### config.mk
export PLATFORM = sky130hd
export DESIGN_NAME = fire_scheduler
export DESIGN_NICKNAME = d
export VERILOG_FILES = /design/src/rtl/fire_scheduler.sv
export SDC_FILE = /design/constraint.sdc
export NUM_CORES = 1
export LEC_CHECK = 0
export ABC_AREA = 1
export BUFFER_PORTS_ARGS = -buffer_cell sky130_fd_sc_hd__buf_4
export CAP_MARGIN = 10
export CORE_UTILIZATION = 41
export CTS_CLUSTER_DIAMETER = 200
export CTS_CLUSTER_SIZE = 20
export DETAILED_ROUTE_END_ITERATION = 8
export RECOVER_POWER = 100
export SLEW_MARGIN = 20
export SYNTH_ARGS = -nofsm -noshare
export SYNTH_HDL_FRONTEND = slang
export SYNTH_SLANG_ARGS = --single-unit
### constraint.sdc
create_clock -name CK -period 5.5 [get_ports CK]
set_clock_uncertainty 0.2 [all_clocks]
set_input_delay 0 -clock CK [delete_from_list [all_inputs] [get_ports CK]]
set_output_delay 0 -clock CK [all_outputs]
set_load 0.05 [all_outputs]
### src/rtl/fire_scheduler.sv
// Single-fire scheduler: picks at most one excited cell per cycle, starting the
// scan at a round-robin pointer or at the low bits of a 16-bit LFSR.
module fire_scheduler #(
   parameter int          N    = 8,
   parameter int          CW   = 16,
   parameter int          DLK  = 4,
   parameter logic [15:0] SEED = 16'hACE1,
   localparam int         LW   = $clog2(N)
) (
   input  logic          CK,
   input  logic          RSN,
   input  logic          RUN,
   input  logic          MODE,
   input  logic [N-1:0]  EXC,
   output logic [N-1:0]  ENA,
   output logic          FIRED,
   output logic [LW-1:0] IDX,
   output logic          DEADLOCK,
   output logic [CW-1:0] STEPS
);

   localparam logic [15:0] SEED_EFF = (SEED == 16'h0000) ? 16'h0001 : SEED;
   localparam logic [7:0]  DLK_LIM  = 8'(DLK);

   typedef enum logic {IDLE = 1'b0, ACTIVE = 1'b1} state_t;

   state_t          state_r;
   logic [LW-1:0]   ptr_r;
   logic [15:0]     lfsr_r;
   logic [CW-1:0]   steps_r;
   logic [7:0]      idle_r;
   logic            deadlock_r;

   logic [LW-1:0]   start_s;
   logic [N-1:0]    rot_s;
   logic [LW-1:0]   off_s;
   logic            hit_s;
   logic [LW-1:0]   sel_s;
   logic            lfsr_fb_s;
   logic [7:0]      idle_base_s;
   logic [7:0]      idle_nxt_s;

   // Rotate EXC so the start index lands on bit 0, then take the lowest set bit.
   always_comb begin
      start_s = MODE ? lfsr_r[LW-1:0] : ptr_r;
      rot_s   = N'({EXC, EXC} >> start_s);
      off_s   = '0;
      hit_s   = 1'b0;
      for (int k = N - 1; k >= 0; k--) begin
         if (rot_s[k]) begin
            off_s = LW'(k);
            hit_s = 1'b1;
         end else begin
            off_s = off_s;
         end
      end
      sel_s = start_s + off_s;
      if (RSN && RUN && hit_s) begin
         FIRED = 1'b1;
         IDX   = sel_s;
         ENA   = {{(N-1){1'b0}}, 1'b1} << sel_s;
      end else begin
         FIRED = 1'b0;
         IDX   = '0;
         ENA   = '0;
      end
   end

   // Next idle count; restarts from zero on the edge that enters ACTIVE.
   always_comb begin
      lfsr_fb_s   = lfsr_r[15] ^ lfsr_r[13] ^ lfsr_r[12] ^ lfsr_r[10];
      idle_base_s = (state_r == IDLE) ? 8'd0 : idle_r;
      if (idle_base_s < DLK_LIM) begin
         idle_nxt_s = idle_base_s + 8'd1;
      end else begin
         idle_nxt_s = idle_base_s;
      end
   end

   // Controller state, pointer, LFSR, step counter and deadlock detection.
   always_ff @(posedge CK or negedge RSN) begin
      if (!RSN) begin
         state_r    <= IDLE;
         ptr_r      <= '0;
         lfsr_r     <= SEED_EFF;
         steps_r    <= '0;
         idle_r     <= 8'd0;
         deadlock_r <= 1'b0;
      end else begin
         state_r <= RUN ? ACTIVE : IDLE;
         if (FIRED) begin
            ptr_r <= IDX + LW'(1);
         end else begin
            ptr_r <= ptr_r;
         end
         if (RUN) begin
            lfsr_r <= {lfsr_r[14:0], lfsr_fb_s};
         end else begin
            lfsr_r <= lfsr_r;
         end
         if (FIRED && (steps_r != {CW{1'b1}})) begin
            steps_r <= steps_r + CW'(1);
         end else begin
            steps_r <= steps_r;
         end
         if (RUN && (EXC == '0)) begin
            idle_r     <= idle_nxt_s;
            deadlock_r <= deadlock_r | (idle_nxt_s == DLK_LIM);
         end else begin
            idle_r     <= 8'd0;
            deadlock_r <= 1'b0;
         end
      end
   end

   assign DEADLOCK = deadlock_r;
   assign STEPS    = steps_r;

endmodule

==> metrics.log, run 1 <==
INFO  metric status = finished, violations left
INFO  metric failed_checks = max-capacitance violations, max-slew violations
INFO  metric worst_slew_margin_relative_to_its_limit = -0.6014
INFO  metric p_int = ~0.75 mW
INFO  metric synth-seq-area-share = 0.3991
INFO  metric gr-total-overflow = 0
INFO  metric fp.dieW = about 85 um
INFO  metric crit_chain = dlygate4sd3_1, clkbuf_1, nand2_1, nor2_4, inv_1, nor2_1, nand2_1, nor2_2, clkbuf_1
INFO  metric summed_negative_setup_slack_over_all_endpoints = 0 ns
INFO  metric route.detailed.wl_per_inst = around 12 um
INFO  metric initial_core_util = 0.4213
INFO  metric top_level_ports = a little over 40
INFO  metric die_h = about 85 um
INFO  metric min_period = just over 4 ns
INFO  metric clockRootBuffer = clkbuf_8
INFO  metric worstPathMaxFanout = 46
INFO  metric cts_setup_buffers = 0
INFO  metric cts.htree.levels = 2
INFO  metric io_buffers = 40
INFO  metric number_of_enable_type_register_cells_in_the_synthesized_netlist = 0
INFO  metric comb_power_share = 0.505
INFO  metric synth_nets = roughly 380
INFO  metric final_cell_area = approximately 3200 um2
INFO  metric finalCoreUtilization = 0.4735
INFO  metric ys_async_sr_fraction = 1.000
INFO  metric post-place-ws = around 2.1 ns
INFO  metric post-route-worst-setup-slack = between 1 and 1.5 ns
INFO  metric critical_path.top_delay_family = buffers and inverters
INFO  metric ys_dominant_reg_cell = dfrtp_1
INFO  metric power.ir.vdd_worst = 0.2547 mV
INFO  metric cts.clk_slew.worst_paths = approximately 0.090 ns
INFO  metric timing.final.max_slew_violations = between 40 and 50
INFO  metric postSynthAreaPerCell = roughly 8 um2
INFO  metric sequentialPowerShare = 0.319
INFO  metric fin_nets = ~420
INFO  metric hold_violations = 0
INFO  metric yosys_warnings = 0
INFO  metric power_frac_clock = 0.176
INFO  metric pin_count_of_the_biggest_net_entering_global_routing = 47
INFO  metric timing.max_cap.violations = 1
INFO  metric clock_sink_count = between 40 and 50
INFO  metric fin_cells = 481
INFO  metric rows = 30
INFO  metric timing.setup.critical_path_class = primary input to output port
INFO  metric report.power.total = between 1 and 1.5 mW
INFO  metric slowest_stage = clkbuf_1
INFO  metric synth_seq_cells = 45
INFO  metric grt_antenna_before_repair = 0
INFO  metric worst_path_largest_cell_delay = approximately 1.7 ns
INFO  metric cp-end-kind = output port
INFO  metric grtUsageTotal = 0.1745
INFO  metric powerDensity = around 440 nW/um2
INFO  metric drt-vias-per-instance = 5.027
INFO  metric power.share.switching = 0.4739
INFO  metric hold_slack = 0.03698 ns
INFO  metric place_hpwl = 4307 um
INFO  metric vias_in_the_first_global_route = 2333
INFO  metric ant_nets = 0
INFO  metric p_sw = between 0.6 and 0.7 mW
INFO  metric cp_data_required_time = ~5.3 ns
INFO  metric placement.cell_area = roughly 3200 um2
INFO  metric floorplan.core_area = 6756 um2
INFO  metric total_leakage_power = ~1.5 nW
INFO  metric tritoncts = built
INFO  metric cp.buffers_inverters = 4
INFO  metric startpoint_type = primary input
INFO  metric place.gp.congestion = ~0.81
INFO  metric drt_drc_violations_left = 0
INFO  metric wirelength = 5707 um
INFO  metric min-delay-path-class = primary input to register
INFO  metric finalSetupViolCount = 0
INFO  metric die_area = about 7300 um2
INFO  metric actual_transition_at_the_worst_max_transition_pin = approximately 2.4 ns
INFO  metric layout-drive-gt1-share = 0.1471
INFO  metric synth.distinct_cells = 36
INFO  metric antennaDiodeCount = 0
INFO  metric fmax = approximately 240 MHz
INFO  metric vias = 2418
INFO  metric syn_area = 2846 um2
INFO  metric cts_max_path_buffers = 2
INFO  metric drt-pass1-iter-count = 4
INFO  metric grt_setup_unrepaired = no
INFO  metric post_synth_inst_count = ~360
INFO  metric cp_data_arrival_time = 3.91 ns
INFO  metric cts-buffers-inserted = 5
INFO  metric finalCritPeriodShare = 0.7468
INFO  metric clk-insertion-delay-late = approximately 0.3 ns
INFO  metric number_of_drc_markers_after_the_initial_detailed_route_iteration = 79
INFO  metric grt_pass1_wl = 10230 um
INFO  metric flow.area_growth_from_synthesis = 12.40%
INFO  metric place_inst = approximately 470
## cells in the final DEF (no fill, tap or decap), drive strengths merged
| cell | Yosys | routed |
|---|---|---|
| nand4 | 6 | 6 |
| fa | 1 | 1 |
| a21boi | 2 | 2 |
| clkinv | 0 | 1 |
| a21oi | 8 | 8 |
| nor2 | 23 | 23 |
| bufinv | 0 | 1 |
| nor3 | 8 | 8 |
| o21ai | 23 | 23 |
| xnor2 | 9 | 9 |
| dfstp | 8 | 8 |
| nand2 | 105 | 105 |
| nor4 | 4 | 4 |
| inv | 47 | 47 |
| clkbuf | 2 | 32 |
| dlygate4sd3 | 0 | 2 |
| o21bai | 2 | 2 |
| ha | 4 | 4 |
| xor2 | 11 | 11 |
| dfrtp | 37 | 37 |
| buf | 8 | 14 |
| nor3b | 1 | 1 |
| nand3 | 52 | 52 |
## layout make-up
class	count	area [um2]
multi-input cells	259	1445
repair buffers	42	222.7
flip-flops and latches	45	1136
fillers	686	3557
clock inverters	2	38.79
clock buffers	6	72.57
inverters	47	183.9
well taps	80	100.1
## metal layers
metal,track usage,up-vias,part of all wire
met5,0,-,0
met4,0.05455,0,0.012
met3,0.03016,7,0.035
met2,0.3035,56,0.48
met1,0.2219,1122,0.48
li1,-,1233,-
## path summary, 6_finish.rpt
check | startpoint | endpoint | slack, ns | cells after the start
worst max register to register | lfsr_r[0] | ptr_r[2] | 2.14 | 21
worst min register to register | lfsr_r[5] | lfsr_r[6] | 0.28 | 2
worst max-delay path | RSN | ENA[6] | 1.39 | 9
max in group asynchronous | RSN | STEPS[11] | 2.95 | 2
worst min-delay path | EXC[5] | idle_r[4] | 0.04 | 4
min in group asynchronous | RSN | idle_r[5] | 0.77 | 2
## kinds of logic after synthesis
| group | share of synthesized area |
|---|---|
| AO/OA/AOI/OAI | 0.07165 |
| XOR/XNOR | 0.06154 |
| adder cells (fa/ha/maj) | 0.02462 |
| buffers and inverters | 0.09319 |
| flip-flops | 0.3991 |
| AND/OR/NAND/NOR | 0.3499 |
## timing repair
action | CTS | global route
endpoints found under the setup margin | 0 | 0
hold endpoints to repair | 54 | 0
resized for setup | 0 | 0
hold buffers | 2 | 0
## state kept, by name, indices dropped and copies added, names as in the netlist
signal and flops:
lfsr_r 16, DEADLOCK 1, ptr_r 3, STEPS 16, state_r 1, idle_r 8
## power groups by stage
stage | clock network, mW | registers (mW) | logic (mW)
after floorplan | 0 | 0.517 | 0.547
after global placement | 0 | 0.459 | 0.741
after detailed placement | 0 | 0.459 | 0.748
after CTS | 0.256 | 0.453 | 0.752
after global routing | 0.270 | 0.462 | 0.801
final | 0.249 | 0.453 | 0.716
## tightest hold or removal path: cells and delay by family
| family | cells | cell delay [ns] |
|---|---|---|
| and+or+nand+nor | 3 | 0.42 |
| buffers and inverters | 1 | 0.09 |
## synthesized netlist by cell type, drive strengths merged, types with 6 or more instances
| library cell | n | share of area |
|---|---|---|
| a21oi | 8 | 0.014 |
| nand4 | 6 | 0.013 |
| xor2 | 11 | 0.034 |
| o21ai | 23 | 0.047 |
| nand3 | 52 | 0.10 |
| nor3 | 8 | 0.016 |
| dfstp | 8 | 0.074 |
| nor2 | 23 | 0.043 |
| dfrtp | 37 | 0.33 |
| inv | 47 | 0.065 |
| buf | 8 | 0.026 |
| xnor2 | 9 | 0.028 |
| nand2 | 105 | 0.16 |
(Power assumes the default switching activity.)
==> run 2, diff against run 1 <==
Clock period 5.5 ns to 4.1 ns, I/O delays scaled along.
==> run 2 against run 1 <==
Compared with the run above:
- the flow now finishes without violations
- combinational power grew 37%
- sequential cell count is the same
- sequential share of layout area shrank 0.055 points
- non-clock buffer count grew 1
- register-to-register slack lost 1.4 ns
- core utilization grew 0.074 points
- worst setup slack lost 1.0 ns
- worst hold slack lost 0.013 ns
- via count grew 0.17%
- clock power grew 13%
- sequential power grew 34%
- critical path type is now register to output port
- critical endpoint is now ENA[5]
- highest routed layer unchanged
==> metrics.log, run 2 (same netlist as run 1, synthesis figures left out) <==
INFO  metric status = completed
INFO  metric cts-buffers-inserted = 5 (unchanged)
INFO  metric worstPathMaxFanout = 11 (-76%)
INFO  metric floorplan.core_area = 6756 um2 (unchanged)
INFO  metric powerDensity = 583.5 nW/um2 (+32%)
INFO  metric timing.final.max_slew_violations = 0 (-100%)
INFO  metric finalCoreUtilization = 0.4743 (+0.0007400)
INFO  metric grt_setup_unrepaired = no
INFO  metric clockRootBuffer = clkbuf_8
INFO  metric final_cell_area = 3204 um2 (+0.16%)
INFO  metric antennaDiodeCount = 0 (unchanged)
INFO  metric worst_slew_margin_relative_to_its_limit = 0.5508 (+1.152)
INFO  metric drt_drc_violations_left = 0 (unchanged)
INFO  metric comb_power_share = 0.524 (+0.019)
INFO  metric cp_data_required_time = 3.90 ns (-1.40 ns)
INFO  metric die_area = 7280 um2 (unchanged)
INFO  metric cp_data_arrival_time = 3.55 ns (-0.36 ns)
INFO  metric fp.dieW = 85.32 um (unchanged)
INFO  metric p_sw = 0.9205 mW (+37%)
INFO  metric min_period = between 3 and 4 ns
INFO  metric finalCritPeriodShare = 0.9157
INFO  metric wirelength = 5765 um (+1.0%)
INFO  metric cp-end-kind = output port
INFO  metric sequentialPowerShare = 0.325 (+0.006)
INFO  metric cts_max_path_buffers = 2 (unchanged)
INFO  metric fin_nets = 418 (+0.24%)
INFO  metric tritoncts = built
INFO  metric power.share.switching = 0.4923 (+0.01842)
INFO  metric route.detailed.wl_per_inst = 11.96 um (+0.81%)
INFO  metric initial_core_util = 0.4213 (unchanged)
INFO  metric final_cell_mix = 92 x nand2_1, 47 x nand3_1, 46 x inv_1
INFO  metric ant_nets = 0 (unchanged)
INFO  metric place.gp.congestion = 0.8554 (+5.1%)
INFO  metric fmax = between 200 and 300 MHz
INFO  metric drt-pass1-iter-count = 4 (unchanged)
INFO  metric die_h = 85.32 um (unchanged)
INFO  metric fill_cells = 690 (+0.58%)
INFO  metric report.power.total = 1.870 mW (+32%)
INFO  metric clk-insertion-delay-late = 0.31 ns (about the same)
INFO  metric p_int = 0.9492 mW (+27%)
INFO  metric cts_setup_buffers = 0 (unchanged)
INFO  metric crit_chain = nand2_4, nand2_4, nand2_1, nand3_1, nand3_1, nand2_1, inv_1, o21bai_1, nand2_1, nand2_1, nand2_1, a21oi_1, ha_1, inv_1, fa_1, xnor2_1, inv_1, nand3_4, nand2_4, nor3_2, buf_4
INFO  metric layout_commonest_cell = nand2_1
INFO  metric grtUsageTotal = 0.1708 (-0.003678)
INFO  metric critical_path.top_delay_family = simple AND/OR/NAND/NOR gates
INFO  metric startpoint_type = register
INFO  metric vias = 2422 (+0.17%)
INFO  metric place_hpwl = 4351 um (+1.0%)
INFO  metric pin_count_of_the_biggest_net_entering_global_routing = 47 (unchanged)
INFO  metric clock_sink_count = 45 (unchanged)
INFO  metric grt_antenna_before_repair = 0 (unchanged)
INFO  metric vias_in_the_first_global_route = 2289 (-1.9%)
INFO  metric layout-drive-gt1-share = 0.1692 (+0.02202)
INFO  metric placement.cell_area = 3181 um2 (+0.47%)
INFO  metric hold_violations = 0 (unchanged)
INFO  metric cts.clk_slew.worst_paths = 0.10 ns (about the same)
INFO  metric rows = 30 (unchanged)
INFO  metric slowest_stage = dfstp_2
INFO  metric hold_slack = 0.02379 ns (-0.01319 ns)
INFO  metric worst_path_largest_cell_delay = 0.59 ns (-1.11 ns)
INFO  metric drt-vias-per-instance = 5.025 (about the same)
INFO  metric summed_negative_setup_slack_over_all_endpoints = 0 ns (unchanged)
INFO  metric top_level_ports = 41 (unchanged)
INFO  metric io_buffers = 40 (unchanged)
INFO  metric total_leakage_power = 1.557 nW (+0.85%)
INFO  metric cp.buffers_inverters = 4 (unchanged)
INFO  metric critical_path.most_common_cell = nand2_1
INFO  metric finalSetupViolCount = 0 (unchanged)
INFO  metric grt_pass1_wl = 10010 um (-2.2%)
INFO  metric timing.max_cap.violations = 0 (-1)
INFO  metric power.ir.vdd_worst = 0.3608 mV (+42%)
INFO  metric flow.area_growth_from_synthesis = 12.57%
INFO  metric timing.setup.critical_path_class = register to output port
INFO  metric min-delay-path-class = primary input to asynchronous set/reset pin
INFO  metric cts.htree.levels = 2 (unchanged)
INFO  metric actual_transition_at_the_worst_max_transition_pin = 0.6738 ns (-1.728 ns)
INFO  metric gr-total-overflow = 0 (unchanged)
INFO  metric number_of_drc_markers_after_the_initial_detailed_route_iteration = 112 (+42%)
INFO  metric power_frac_clock = 0.151 (-0.025)
## run 2: power groups by stage
stage	combinational, mW	sequential (mW)	clock [mW]
after CTS	1.02	0.609	0.295
after floorplan	0.740	0.694	0
after detailed placement	1.01	0.615	0
final	0.980	0.608	0.282
after global placement	1.01	0.614	0
after global routing	1.08	0.620	0.308
## run 2: repair_timing
action | 4_1_cts | 5_1_grt
hold buffers | 2 | 0
gates resized for setup | 0 | 0
hold endpoints to repair | 54 | 0
## run 2: routing by layer
layer  share of wire  track usage
met5               0            0
met4           0.018      0.06970
met3           0.046      0.02335
met2            0.48       0.2896
met1            0.46       0.2208
## run 2: through the flow
stage | std cells | worst slack [ns]
after detailed placement | 472 | 0.6895
final | 482 | 0.3457
after floorplan | 361 | 0.2545
after global routing | 482 | 0.001784
after global placement | 472 | 0.7685
after CTS | 482 | 0.3284
## run 2: final timing paths
| path | end | startpoint | slack (ns) | cells past startpoint |
|---|---|---|---|---|
| max | ENA[5] | lfsr_r[0] | 0.35 | 21 |
| min | idle_r[5] | RSN | 0.02 | 2 |
| max reg2reg | ptr_r[2] | lfsr_r[0] | 0.72 | 21 |
| min reg2reg | lfsr_r[7] | lfsr_r[6] | 0.28 | 2 |
| max in group asynchronous | lfsr_r[1] | RSN | 3.28 | 2 |
| min in group CK | idle_r[4] | EXC[5] | 0.04 | 4 |
## run 2: final cells by class
class / count / area, um2 / area share
multi-input cells: 259 / 1445 / 0.4510
clock inverters: 3 / 25.02 / 0.007809
clock buffers: 5 / 68.82 / 0.02148
flip-flops and latches: 45 / 1136 / 0.3545
repair buffers: 43 / 245.2 / 0.07653
well taps: 80 / 100.1 / 0.03124
inverters: 47 / 183.9 / 0.05740
==> run 3, diff against run 2 <==
Settings changed: BUFFER_PORTS_ARGS -buffer_cell sky130_fd_sc_hd__buf_4 to default, CORE_MARGIN from default to 2, DONT_BUFFER_PORTS from default to 1.
==> run 3 against run 2 <==
Compared with the run above:
- maximum frequency fell by 0.60%
- final cell count fell by 4.4%
- clock power grew 19%
- worst setup slack worse by 0.022 ns
- sequential power up 15%
- sequential share of layout area fell by 0.38 points
- core utilization up 0.52 points
- via count fell by 2.4%
- global-route usage shrank 0.32 points
- critical path type unchanged
==> metrics.log, run 3 (same netlist as run 1, synthesis figures left out) <==
INFO  metric status = completed
INFO  metric finalCritPeriodShare = 0.9212 (+0.005482)
INFO  metric drt-vias-per-instance = 5.126 (+2.0%)
INFO  metric timing.setup.critical_path_class = register to output port
INFO  metric grt_pass1_wl = 10380 um (+3.7%)
INFO  metric vias_in_the_first_global_route = 2407 (+5.2%)
INFO  metric gr-total-overflow = 0 (unchanged)
INFO  metric route.detailed.wl_per_inst = 12.69 um (+6.1%)
INFO  metric finalSetupViolCount = 0 (unchanged)
INFO  metric clock_sink_count = 45 (unchanged)
INFO  metric critical_path.top_delay_family = simple AND/OR/NAND/NOR gates
INFO  metric worst_path_largest_cell_delay = 0.58 ns (about the same)
INFO  metric slowest_stage = dfstp_2
INFO  metric cp.buffers_inverters = 3 (-1)
INFO  metric actual_transition_at_the_worst_max_transition_pin = 0.6612 ns (-0.01258 ns)
INFO  metric tritoncts = built
INFO  metric hold_path_cells = 5
INFO  metric min-delay-start = MODE
INFO  metric multi_input_area = 1448 um2 (+0.17%)
INFO  metric layout-drive-gt1-share = 0.1391 (-0.03005)
INFO  metric hold_violations = 0 (unchanged)
INFO  metric startpoint_type = register
INFO  metric hold-path-endpoint = ptr_r[2]
INFO  metric total_leakage_power = 1.551 nW (-0.37%)
INFO  metric worst-r2r-setup-slack = 0.73 ns (about the same)
INFO  metric number_of_drc_markers_after_the_initial_detailed_route_iteration = 86 (-23%)
INFO  metric min_period = 3.777 ns (+0.02248 ns)
INFO  metric layout_commonest_cell = nand2_1
INFO  metric wirelength = 5848 um (+1.4%)
INFO  metric power.ir.vdd_worst = 0.3616 mV (+0.22%)
INFO  metric fmax = 264.8 MHz (-0.60%)
INFO  metric top_level_ports = 41 (unchanged)
INFO  metric final_cell_mix = 92 x nand2_1, 48 x nand3_1, 46 x inv_1
INFO  metric antennaDiodeCount = 0 (unchanged)
INFO  metric timing.final.max_slew_violations = 0 (unchanged)
INFO  metric worst-r2r-cell-count = 20 (-4.8%)
INFO  metric pin_count_of_the_biggest_net_entering_global_routing = 39 (-17%)
INFO  metric vias = 2363 (-2.4%)
INFO  metric cts.clk_slew.worst_paths = 0.09 ns (about the same)
INFO  metric drt_drc_violations_left = 0 (unchanged)
INFO  metric grtUsageTotal = 0.1676 (-0.003230)
INFO  metric powerDensity = 594.3 nW/um2 (+1.9%)
INFO  metric ant_nets = 0 (unchanged)
INFO  metric post-place-ws = 0.5212 ns (-0.1683 ns)
INFO  metric io_buffers = 0 (-100%)
INFO  metric cp_data_arrival_time = 3.58 ns (+0.03 ns)
INFO  metric worst_r2r_startpoint = lfsr_r[0]
INFO  metric drt-pass1-iter-count = 4 (unchanged)
INFO  metric reg_area = 1136 um2 (unchanged)
INFO  metric floorplan.core_area = 6756 um2 (unchanged)
INFO  metric die_h = 87.32 um (+2.3%)
INFO  metric grt_antenna_before_repair = 0 (unchanged)
INFO  metric worstPathMaxFanout = 11 (unchanged)
INFO  metric worst_slew_margin_relative_to_its_limit = 0.5592 (+0.008387)
INFO  metric initial_core_util = 0.4213 (unchanged)
INFO  metric cp_data_required_time = 3.90 ns (about the same)
INFO  metric flow.area_growth_from_synthesis = 13.80%
INFO  metric clockRootBuffer = clkbuf_8
INFO  metric place_hpwl = 4322 um (-0.68%)
INFO  metric timing.rr.end = ptr_r[2]
INFO  metric post-route-worst-setup-slack = 0.3232 ns (-0.02248 ns)
INFO  metric die_area = 7625 um2 (+4.7%)
INFO  metric clk-insertion-delay-late = 0.30 ns (about the same)
INFO  metric critical_path.most_common_cell = nand2_1
INFO  metric place.gp.congestion = 0.9185 (+7.4%)
INFO  metric fin_nets = 397 (-5.0%)
INFO  metric fill_cells = 686 (-0.58%)
INFO  metric fp.dieW = 87.32 um (+2.3%)
INFO  metric grt_setup_unrepaired = no
INFO  metric min-delay-path-class = primary input to register
INFO  metric cts-buffers-inserted = 5 (unchanged)
INFO  metric cts_max_path_buffers = 2 (unchanged)
INFO  metric summed_negative_setup_slack_over_all_endpoints = 0 ns (unchanged)
INFO  metric rows = 30 (unchanged)
INFO  metric crit_chain = nand2_4, nand2_4, nand2_1, nand3_1, nand3_1, nand2_1, o21bai_1, nand2_1, nand2_1, nand2_1, a21oi_1, ha_1, inv_1, fa_1, xnor2_1, inv_1, nand3_4, nand3_1, inv_1
INFO  metric timing.max_cap.violations = 0 (unchanged)
INFO  metric cp-end-kind = output port
INFO  metric cts.htree.levels = 2 (unchanged)
==> run 3: worst reg2reg max path, stage by stage, from the launching register on <==
cell,delay [ns]
dfstp_2,0.58
nand2_4,0.11
nand2_4,0.15
nand2_1,0.09
nand3_1,0.09
nand3_1,0.08
nand2_1,0.14
o21bai_1,0.12
nand2_1,0.06
nand2_1,0.05
nand2_1,0.04
a21oi_1,0.12
ha_1,0.16
inv_1,0.05
fa_1,0.37
xnor2_1,0.32
inv_1,0.13
nand3_4,0.15
nand3_1,0.11
nand2_1,0.08
nand2_1,0.05
==> run 3: worst max-delay path by stage <==
stage,end,slack [ns],cells past startpoint,start
6_report,IDX[2],0.32,19,lfsr_r[0]
5_1_grt,ENA[7],0.04,21,lfsr_r[0]
4_1_cts,ENA[4],0.20,19,lfsr_r[1]
3_5_place_dp,ENA[4],0.52,19,lfsr_r[1]
3_3_place_gp,ENA[4],0.61,19,lfsr_r[1]
2_1_floorplan,ENA[2],0.25,18,lfsr_r[0]
==> run 3: timing repair <==
item	in CTS	in global routing
endpoints found under the hold margin	71	0
endpoints found under the setup margin	0	3
buffers inserted	0	0
hold buffers	12	0
resized for setup	0	2
==> run 3: layer usage <==
layer  vias up  part of all wire  track usage
li1       1191                 -            -
met1      1117              0.46       0.2172
met2        49              0.48       0.2831
met3         6             0.046      0.03412
met4         0            0.0067      0.04755
met5         -                 0            0
==> run 3: where the power goes <==
group	internal, mW	switching (mW)
Clock	0.182	0.153
Combinational	0.304	0.585
Sequential	0.533	0.167
Total	1.02	0.905
==> run 3: per-stage QoR <==
step                  util  power [mW]  hold slack, ns  area [um2]  std cells
floorplan                -       1.434         -0.4956        2854        361
global placement    0.4437       1.574         -0.4946        2998        441
detailed placement  0.4437       1.589         -0.4946        2998        441
CTS                 0.4811       1.950          0.1252        3251        461
global route        0.4794       2.070          0.1496        3239        461
finish              0.4794       1.925          0.1202        3239        461
==> run 3: layout make-up <==
class,instances,share of cell area
Multi-Input combinational cell,259,0.4469
Sequential cell,45,0.3507
Timing Repair Buffer,22,0.07918
Inverter,47,0.05678
Tap cell,80,0.03090
Clock buffer,5,0.02124
Clock inverter,3,0.01429
